File: config.mk
export PLATFORM = sky130hd
export DESIGN_NAME = adder64_serial_ctrl
export DESIGN_NICKNAME = d
export VERILOG_FILES = /design/src/rtl/adder64_serial_ctrl_pkg.sv /design/src/rtl/full_adder_8_bit.sv /design/src/rtl/adder64_serial_ctrl.sv
export SDC_FILE = /design/constraint.sdc
export NUM_CORES = 1
export LEC_CHECK = 0
export ABC_AREA = 1
export CAP_MARGIN = 20
export CORE_MARGIN = 1
export CORE_UTILIZATION = 47
export DETAILED_ROUTE_END_ITERATION = 6
export PLACE_DENSITY = 0.88
export SYNTH_ARGS = -nofsm -noshare
export SYNTH_HDL_FRONTEND = slang
export SYNTH_SLANG_ARGS = --single-unit
File: constraint.sdc
create_clock -name clk -period 6.4 [get_ports clk]
set_input_delay 1.28 -clock clk [delete_from_list [all_inputs] [get_ports clk]]
set_output_delay 1.28 -clock clk [all_outputs]
set_load 0.1 [all_outputs]
File: src/rtl/adder64_serial_ctrl_pkg.sv
`default_nettype none
// ============================================================================
// Module      : adder64_serial_ctrl_pkg
// Description : Shared state encoding and default widths for the serial adder.
// Revision    : 1.0 - initial release
// ============================================================================
package adder64_serial_ctrl_pkg;

    localparam int DEF_WIDTH = 64;
    localparam int DEF_SLICE = 8;

    typedef enum logic [1:0] {
        ST_IDLE = 2'd0,
        ST_RUN  = 2'd1,
        ST_DONE = 2'd2
    } state_t;

endpackage : adder64_serial_ctrl_pkg
`default_nettype wire

File: src/rtl/full_adder_8_bit.sv
`default_nettype none
// ============================================================================
// Module      : full_adder_8_bit
// Description : Combinational ripple-carry slice adder, SLICE bits wide.
// Revision    : 1.0 - initial release
// ============================================================================
module full_adder_8_bit #(
    parameter int SLICE = 8
) (
    input  logic [SLICE-1:0] i_a,
    input  logic [SLICE-1:0] i_b,
    input  logic             i_carry,
    output logic [SLICE-1:0] o_sum,
    output logic             o_carry
);

    logic w_ripple;

    always_comb begin
        w_ripple = i_carry;
        o_sum    = '0;
        for (int i = 0; i < SLICE; i++) begin
            o_sum[i] = i_a[i] ^ i_b[i] ^ w_ripple;
            w_ripple = (i_a[i] & i_b[i]) | (w_ripple & (i_a[i] ^ i_b[i]));
        end
        o_carry = w_ripple;
    end

endmodule : full_adder_8_bit
`default_nettype wire

File: src/rtl/adder64_serial_ctrl.sv
`default_nettype none
// ============================================================================
// Module      : adder64_serial_ctrl
// Description : WIDTH-bit adder built from one SLICE-bit slice reused NSLICE
//               cycles, with valid/ready handshakes on operands and result.
// Revision    : 1.0 - initial release
// ============================================================================
module adder64_serial_ctrl
    import adder64_serial_ctrl_pkg::*;
#(
    parameter int WIDTH = DEF_WIDTH,
    parameter int SLICE = DEF_SLICE
) (
    input  logic             clk,
    input  logic             reset,
    input  logic             in_valid,
    output logic             in_ready,
    input  logic [WIDTH-1:0] A,
    input  logic [WIDTH-1:0] B,
    input  logic             carry_in,
    output logic             out_valid,
    input  logic             out_ready,
    output logic [WIDTH-1:0] sum,
    output logic             carry_out,
    output logic             busy
);

    localparam int NSLICE = WIDTH / SLICE;
    localparam int CNT_W  = (NSLICE > 1) ? $clog2(NSLICE) : 1;
    localparam logic [CNT_W-1:0] c_last_slice = CNT_W'(NSLICE - 1);

    state_t             r_state;
    state_t             w_state_nxt;
    logic [CNT_W-1:0]   r_cnt;
    logic               r_carry;
    logic [WIDTH-1:0]   r_op_a;
    logic [WIDTH-1:0]   r_op_b;
    logic [WIDTH-1:0]   r_sum;
    logic               r_carry_out;

    logic [SLICE-1:0]   w_slice_a;
    logic [SLICE-1:0]   w_slice_b;
    logic [SLICE-1:0]   w_slice_sum;
    logic               w_slice_carry;
    logic               w_accept;
    logic               w_last;

    assign w_accept  = in_valid && (r_state == ST_IDLE);
    assign w_last    = (r_state == ST_RUN) && (r_cnt == c_last_slice);
    assign w_slice_a = r_op_a[int'(r_cnt)*SLICE +: SLICE];
    assign w_slice_b = r_op_b[int'(r_cnt)*SLICE +: SLICE];

    full_adder_8_bit #(
        .SLICE   (SLICE)
    ) u_slice (
        .i_a     (w_slice_a),
        .i_b     (w_slice_b),
        .i_carry (r_carry),
        .o_sum   (w_slice_sum),
        .o_carry (w_slice_carry)
    );

    always_ff @(posedge clk or posedge reset) begin
        if (reset) begin
            r_state <= ST_IDLE;
        end else begin
            r_state <= w_state_nxt;
        end
    end

    always_comb begin
        w_state_nxt = r_state;
        in_ready    = 1'b0;
        out_valid   = 1'b0;
        busy        = 1'b0;
        case (r_state)
            ST_IDLE: begin
                in_ready = 1'b1;
                if (w_accept) begin
                    w_state_nxt = ST_RUN;
                end
            end
            ST_RUN: begin
                busy = 1'b1;
                if (w_last) begin
                    w_state_nxt = ST_DONE;
                end
            end
            ST_DONE: begin
                busy      = 1'b1;
                out_valid = 1'b1;
                if (out_ready) begin
                    w_state_nxt = ST_IDLE;
                end
            end
            default: begin
                w_state_nxt = ST_IDLE;
            end
        endcase
    end

    // Each RUN cycle retires one slice, low slices first, carry chained through r_carry.
    always_ff @(posedge clk or posedge reset) begin
        if (reset) begin
            r_cnt       <= '0;
            r_carry     <= 1'b0;
            r_op_a      <= '0;
            r_op_b      <= '0;
            r_sum       <= '0;
            r_carry_out <= 1'b0;
        end else if (w_accept) begin
            r_op_a  <= A;
            r_op_b  <= B;
            r_carry <= carry_in;
            r_sum   <= '0;
            r_cnt   <= '0;
        end else if (r_state == ST_RUN) begin
            r_sum[int'(r_cnt)*SLICE +: SLICE] <= w_slice_sum;
            r_carry <= w_slice_carry;
            if (w_last) begin
                r_cnt       <= '0;
                r_carry_out <= w_slice_carry;
            end else begin
                r_cnt <= r_cnt + CNT_W'(1);
            end
        end
    end

    assign sum       = r_sum;
    assign carry_out = r_carry_out;

endmodule : adder64_serial_ctrl
`default_nettype wire

### After elaboration in Yosys (flattened, before gate mapping)

Index checks and enable logic that the tools add are counted.

* register bits: 199
* bits in latches: 0
* bits in writable memories: 0
* bits in read-only memories: 0
* input bits: 133
* output and inout port bits: 68
* memories kept: 0

* add/sub/neg operators: 2
* multipliers: 0
* div/mod/pow operators: 0
* magnitude comparators: 0
* equality and inequality tests: 6
* shift operators: 4
* mux-type cells: 15
* bitwise operators: 41
* reductions and logical operators: 7

Operators with widths (count)
* $mux 64: 2
* $shiftx 64x7->8: 2
* $bwmux 64: 1
* $shift 8x33->64 const A: 1
* $shiftx 8x33->64: 1
* $neg 6->33: 1
* $and 1x1->1: 16
* $xor 1x1->1: 16
* $mux 3: 3
* $or 1x1->1: 8
* $mux 2: 3
* $ne 2x2->1 const B: 3
* $pmux 2 s3: 1
* $reduce_and 3->1: 2
* $mux 1: 5
* $add 3x1->3 const B: 1
* $eq 3x3->1 const B: 1
* $eq 2x1->1 const B: 1
* $eq 2x2->1 const B: 1
* $logic_and 1x1->1: 2
* $logic_not 2->1: 1
* $reduce_bool 2->1: 1
* $reduce_or 2->1: 1
* $not 1->1: 1

### Logic depth before layout (Yosys ltp)

Gate-level depths: netlist of run 1.

* depth in word-level cells: 21
* gate-level depth with buffers: 22
* depth with buffers taken out: 20

### Cells and area by module

A second synthesis of run 1 with hierarchy kept.

* cells, all modules: 1201
* area total of the unflattened synthesis: 9507.9 µm²

By module, submodules not included
* adder64_serial_ctrl: times used 1, cells an instance 1183, area an instance 9310.2 µm², sequential area each 4979.8 µm²
* full_adder_8_bit: times used 1, cells an instance 18, area an instance 197.7 µm², sequential area each 0.0 µm²

### Worst setup path before layout of run 1

Ideal clock, no wire load.

* path kind: reg2reg
* start: register r_cnt[0]
* end: register r_sum[63], in the netlist sum[63]
* library setup time: 0.121 ns
* arrival: 4.353 ns
* required time: 6.279 ns
* path slack: 1.926 ns
* stages on the path, launching flop included: 23
* path buffers: 2
* path through: dfrtp_1 buf_2 buf_2 nor2_1 nor2_1 o21ai_0 nand3_1 nand2_1 fa_1 fa_1 fa_1 fa_1 fa_1 inv_1 fa_1 inv_1 fa_1 inv_1 fa_1 nand2_1 nor2_1 nand3_1 nand2_1

* cells in the longest elaborated chain, start to end: 21

RTL lines
* start: declaration: RTL line adder64_serial_ctrl.sv:34 `logic [CNT_W-1:0] r_cnt;`
* start signal: assignment: RTL line adder64_serial_ctrl.sv:124 `r_cnt <= r_cnt + CNT_W'(1);`
* $shiftx 64x7->8 (on tied branches): RTL line adder64_serial_ctrl.sv:50, adder64_serial_ctrl.sv:51
* $xor 1x1->1: RTL line full_adder_8_bit.sv:23, full_adder_8_bit.sv:24
* $and 1x1->1: RTL line full_adder_8_bit.sv:24 `w_ripple = (i_a[i] & i_b[i]) | (w_ripple & (i_a[i] ^ i_b[i]));`
* $or 1x1->1: RTL line full_adder_8_bit.sv:24
* $and 1x1->1: RTL line full_adder_8_bit.sv:24
* $or 1x1->1: RTL line full_adder_8_bit.sv:24
* $and 1x1->1: RTL line full_adder_8_bit.sv:24
* $or 1x1->1: RTL line full_adder_8_bit.sv:24
* [5 not listed]
* $or 1x1->1: RTL line full_adder_8_bit.sv:24
* $and 1x1->1: RTL line full_adder_8_bit.sv:24
* $or 1x1->1: RTL line full_adder_8_bit.sv:24
* $xor 1x1->1: RTL line full_adder_8_bit.sv:23 `o_sum[i] = i_a[i] ^ i_b[i] ^ w_ripple;`
* $shiftx 8x33->64: RTL line adder64_serial_ctrl.sv:118 `r_sum[int'(r_cnt)*SLICE +: SLICE] <= w_slice_sum;`
* $bwmux 64 *: RTL line adder64_serial_ctrl.sv:118
* $mux 64 *: RTL line adder64_serial_ctrl.sv:117 `end else if (r_state == ST_RUN) begin`
* $mux 64 *: RTL line adder64_serial_ctrl.sv:111 `end else if (w_accept) begin`
* end signal: indexed assignment: RTL line adder64_serial_ctrl.sv:118
* end: declaration: RTL line adder64_serial_ctrl.sv:38 `logic [WIDTH-1:0] r_sum;`

Every way passes the cells marked *; elsewhere a longest branch is shown, timed or not. The select of a mux whose other input is x is not followed.
A chain may end at the register's enable or synchronous reset.

### Worst setup path in the final report of run 1

* start: register r_cnt[0]
* end: register r_sum[15], in the netlist sum[15]

The elaborated chain is that of the path after synthesis.

==> reports/qor.yml, run 1 <==
crit_path_max_fanout: 45
yosysWarnings: 0
cpMaxStageDelayCell: "dfrtp_2"
wirelength_um: 26300
status: "finished clean"
synthCells: 1234
viasPerCell: 5.28
crit_top_cell: "fa_1"
path_cells: "inv_2 -> nand2_1 -> nand3_1 -> nand3_1 -> nand2_1 -> fa_1 -> fa_1 -> fa_1 -> fa_1 -> fa_1 -> inv_1 -> fa_1 -> inv_1 -> fa_1 -> inv_1 -> fa_1 -> nand2_1 -> nor2_1 -> nand3_1 -> nand2_1"
slowest_delay_ns: 0.78
slew_headroom: 0.264
root_buffer: "clkbuf_16"
hold_path.class: "flop to flop"
wire_per_inst_um: 15.7
max_cap_viol_count: 0
vias: 8830
htree_levels: 4
period_needed_ns: 5.37
whs_path_depth: 2
antennaDiodeCount: 0
final.period_utilization: 0.839
final_cell_mix: "nand2_1, clkdlybuf4s50_1, dfrtp_1"
gr-usage-met2: 0.412
max_freq_mhz: 186
initial_core_util: 0.485
cts-resized-gates: 0
slew_violations: 0
ys_types: 24
reg2reg_slack_ns: 1.03
top_usage_layer: "met2"
cts.sinks: 199
startpoint_type: "flop"
min_to: "r_op_b[59]"
path_clk_slew_ns: 0.07
hold_buffers: 0
ioPinCount: 201
syn-num-nets: 1385
grt_usage: 0.264
clk_latency_ns: 0.44
timing.rr.start: "r_cnt[0]"
fp.dieW_um: 145
post_cts_buffers: 0
first_pass_iters: 5
r2r_end: "sum[15]"
cts_buffers: 17
skew_ns: 0.00883
core-area_um2: 19700
leakagePower_uw: 0.00606
cts_tree: "built"
antenna_found_initial: 0
drive_gt1_frac: 0.0448
grt_pass1_vias: 8380
port_buffers: 200
grt_pass1_wl_um: 41900
rsz0062_at_grt: "no"
layout.nets: 1545
final-hold-violation-count: 0
die_h_um: 145
met1_usage: 0.359
place_congestion: 0.841
ys_seq_elements: 199
tns_ns: 0
finalSetupViolCount: 0
critPathKind: "flop to flop"
overflow: 0
clockBufferDepth: 2
hpwl_um: 18900
cp.arrival_ns: 5.70
grt.met3_usage: 0.0533
ff2ff_path_depth: 20
power.density_nw_per_um2: 497
area_growth_pct: 28.1
drt_iter0_markers: 946
cp.required_ns: 6.73
hold_path_startpoint: "r_op_b[59]"
p_total_uw: 6090
worstMarginPinSlew_ns: 1.10
cp-end-kind: "flop"
rows: 51
syn_area_um2: 9570
die_area_um2: 20900
grt_max_degree: 200
layout_commonest_cell: "nand2_1"
ant_nets: 0
synth.avg_cell_area_um2: 7.76
peakVddDrop_uv: 370
drc: 0
seq_area_frac_synth: 0.520
-- synth_stat cells (all sizes together) --
master	instances	area share
o22ai	1	0.00065
ha	10	0.013
o21ai	91	0.048
clkbuf	23	0.0090
nand3	168	0.090
nor2	120	0.050
nand2	475	0.19
or2	2	0.0013
buf	44	0.023
o211ai	9	0.0071
nand3b	1	0.00078
a21oi	6	0.0031
fa	8	0.017
inv	77	0.031
dfrtp	199	0.52
-- power breakdown --
| part | switching, uW | total, uW | internal [uW] | leakage (uW) |
|---|---|---|---|---|
| Clock | 502 | 1040 | 542 | 0.000283 |
| Sequential | 277 | 1980 | 1700 | 0.00256 |
| Combinational | 2160 | 3070 | 903 | 0.00322 |
-- critical path, delay by kind of cell, from the launching register on --
family,cells,cell delay (ns)
DFF,1,0.78
and+or+nand+nor,8,0.83
adders and majority gates,8,2.95
buffers and inverters,4,0.69
-- per-layer routing --
layer	vias up	routed length (um)
met4	0	878
met1	4118	11100
met5	-	0
li1	4224	-
met3	63	2100
met2	425	12200
-- cell families after synthesis --
group	Yosys count	share of synthesized area
AO/OA/AOI/OAI	107	0.0584
adder cells (fa/ha/maj)	18	0.0298
flip-flops	199	0.520
buffers and inverters	144	0.0629
AND/OR/NAND/NOR	766	0.329
-- through the flow --
step / cells / setup slack [ns] / hold WS, ns / util / area (um2)
floorplan: 1234 / 1.93 / 0.444 / - / 9570
global placement: 1640 / 1.24 / 0.460 / 0.593 / 11700
detailed placement: 1640 / 1.10 / 0.463 / 0.593 / 11700
CTS: 1672 / 1.09 / 0.481 / 0.622 / 12300
global route: 1672 / 0.657 / 0.507 / 0.622 / 12300
finish: 1672 / 1.03 / 0.480 / 0.622 / 12300
-- worst max path at each step --
stage	start	to	slack, ns	cells past startpoint
finish	r_cnt[0]	sum[15]	1.03	20
floorplan	r_cnt[0]	sum[63]	1.93	22
global route	r_cnt[0]	sum[47]	0.66	19
CTS	r_cnt[0]	sum[39]	1.09	19
global placement	r_cnt[0]	sum[47]	1.24	19
detailed placement	r_cnt[0]	sum[39]	1.10	19
-- state kept, by name (all words and copies together), names as in the netlist --
name,count
r_op_a,64
sum,64
r_state,2
r_op_b,64
r_cnt,3
carry_out,1
r_carry,1
-- final cells by class --
cell class,count,area (um2)
flip-flops and latches,199,4980
multi-input cells,891,4000
inverters,77,300
clock inverters,12,110
repair buffers,208,2070
fillers,1639,7460
well taps,265,332
clock buffers,20,467
No activity file was read; power rests on OpenSTA's default activity.
==> run 2: changes to the inputs <==
- CORE_UTILIZATION: 47 -> 52
- PLACE_DENSITY: 0.88 -> 0.92
- clock period: 6.4 -> 4.95 ns (I/O delays scaled with it)
==> run 2 against run 1 <==
Against the previous run: core utilization is 6.4 points higher; first-iteration DRC count grew 12%; critical path depth unchanged; register-to-register slack worse by 0.76 ns; hold slack improved by 0.012 ns; setup slack worse by 0.76 ns; global-route usage rose by 3.4 points; sequential share of layout area fell by 0.33 points; routed wire length grew 2.6%; maximum frequency is 15% higher; die area decreased by 9.5%; largest cell class unchanged; highest routed layer unchanged.
==> reports/qor.yml, run 2 (same netlist as run 1, synthesis figures left out) <==
htree_levels: 4
whs_path_depth: 2
dr.max_layer_used: "met4"
fp.dieW_um: 138
rsz0062_at_grt: "no"
antennaDiodeCount: 0
drive_gt1_frac: 0.0529
core-area_um2: 18000
hpwl_um: 19600
die_h_um: 138
tns_ns: 0
grt_pass1_vias: 8724
final.period_utilization: 0.946
cts_tree: "built"
wirelength_um: 26900
ff2ff_path_depth: 20
cts-resized-gates: 0
drc: 0
leakagePower_uw: 0.00615
final-hold-violation-count: 0
clockBufferDepth: 2
root_buffer: "clkbuf_16"
place_congestion: 0.900
viasPerCell: 5.54
power.density_nw_per_um2: 653
hold_path.class: "flop to flop"
worst-path-stages: 20
final_cell_mix: "nand2_1, clkdlybuf4s50_1, dfrtp_1"
ant_nets: 0
max_freq_mhz: 214
slowest_delay_ns: 0.47
final_cell_area_um2: 12400
status: "finished clean"
vias: 9132
rows: 49
hold_buffers: 0
crit_top_cell: "fa_1"
post_cts_buffers: 0
cts_buffers: 17
worstMarginPinSlew_ns: 0.984
initial_core_util: 0.531
cp_num_buf_inv: 4
period_needed_ns: 4.68
cp.arrival_ns: 5.01
critPathKind: "flop to flop"
area_growth_pct: 29.2
placed_cell_area_um2: 11700
die_area_um2: 19000
wire_per_inst_um: 16.3
path_clk_slew_ns: 0.07
grt_usage: 0.298
finalSetupViolCount: 0
post-route-util: 0.686
skew_ns: 0.00947
path_cells: "buf_4 -> nor2_1 -> o21ai_0 -> nand3_1 -> nand2_1 -> fa_1 -> fa_1 -> fa_1 -> fa_1 -> fa_1 -> inv_1 -> fa_1 -> inv_1 -> fa_1 -> inv_1 -> fa_1 -> nand2_1 -> nor2_1 -> nand3_1 -> nand2_1"
critPathTopFamily: "adder cells"
overflow: 0
drt_iter0_markers: 1058
port_buffers: 200
wl_met3_um: 2370
cp-end-kind: "flop"
ioPinCount: 201
crit_path_max_fanout: 13
cpMaxStageDelayCell: "fa_1"
peakVddDrop_uv: 574
max_cap_viol_count: 0
first_pass_iters: 6
clk_latency_ns: 0.44
layout.nets: 1557
cp.required_ns: 5.28
met2WireLength_um: 12900
slew_headroom: 0.342
layout_commonest_cell: "nand2_1"
slew_violations: 0
startpoint_type: "flop"
cts.sinks: 199
grt_pass1_wl_um: 43000
grt_max_degree: 115
wl_met1_um: 10700
antenna_found_initial: 0
[run 2: final timing paths]
path | start | endpoint | slack, ns
min in group asynchronous | reset | r_op_b[21] | 1.09
max in group asynchronous | reset | r_cnt[0] | 2.86
min reg2reg | r_op_b[34] | r_op_b[34] | 0.49
max reg2reg | r_cnt[1] | sum[47] | 0.27
min | r_op_b[34] | r_op_b[34] | 0.49
max | r_cnt[1] | sum[47] | 0.27
[run 2: cell type report]
cell class	count	area, um2
inverters	77	303
flip-flops and latches	199	4980
multi-input cells	891	4000
clock buffers	18	439
well taps	229	287
clock inverters	14	158
repair buffers	220	2200
fillers	1377	5660
[run 2: layer usage]
| metal | vias to the layer above | GRT usage |
|---|---|---|
| met5 | - | 0 |
| met4 | 0 | 0.123 |
| met3 | 85 | 0.0574 |
| met2 | 530 | 0.483 |
| met1 | 4270 | 0.392 |
| li1 | 4247 | - |
[run 2: report_power, final]
group | internal [uW] | switching [uW] | leakage (uW)
combinational | 1230 | 2910 | 0.00329
sequential | 2200 | 338 | 0.00256
clock | 733 | 667 | 0.000296
total | 4160 | 3910 | 0.00615
[run 2: worst register-to-register path: cells and delay by family (launching register included)]
kind / cells / cell delay, ns
adders and majority gates: 8 / 2.98
DFF: 1 / 0.43
buffers and inverters: 4 / 0.41
and+or+nand+nor: 7 / 0.62
AOI/OAI and AO/OA: 1 / 0.11
[run 2: stage by stage]
step / setup slack (ns) / hold WS (ns) / instances / power [uW]
final: 0.268 / 0.492 / 1648 / 8080
after global placement: 0.438 / 0.461 / 1615 / 6420
after global routing: 0.0120 / 0.509 / 1648 / 8560
after floorplan: 0.476 / 0.444 / 1234 / 5350
after detailed placement: 0.281 / 0.465 / 1615 / 6550
after CTS: 0.265 / 0.486 / 1647 / 7990
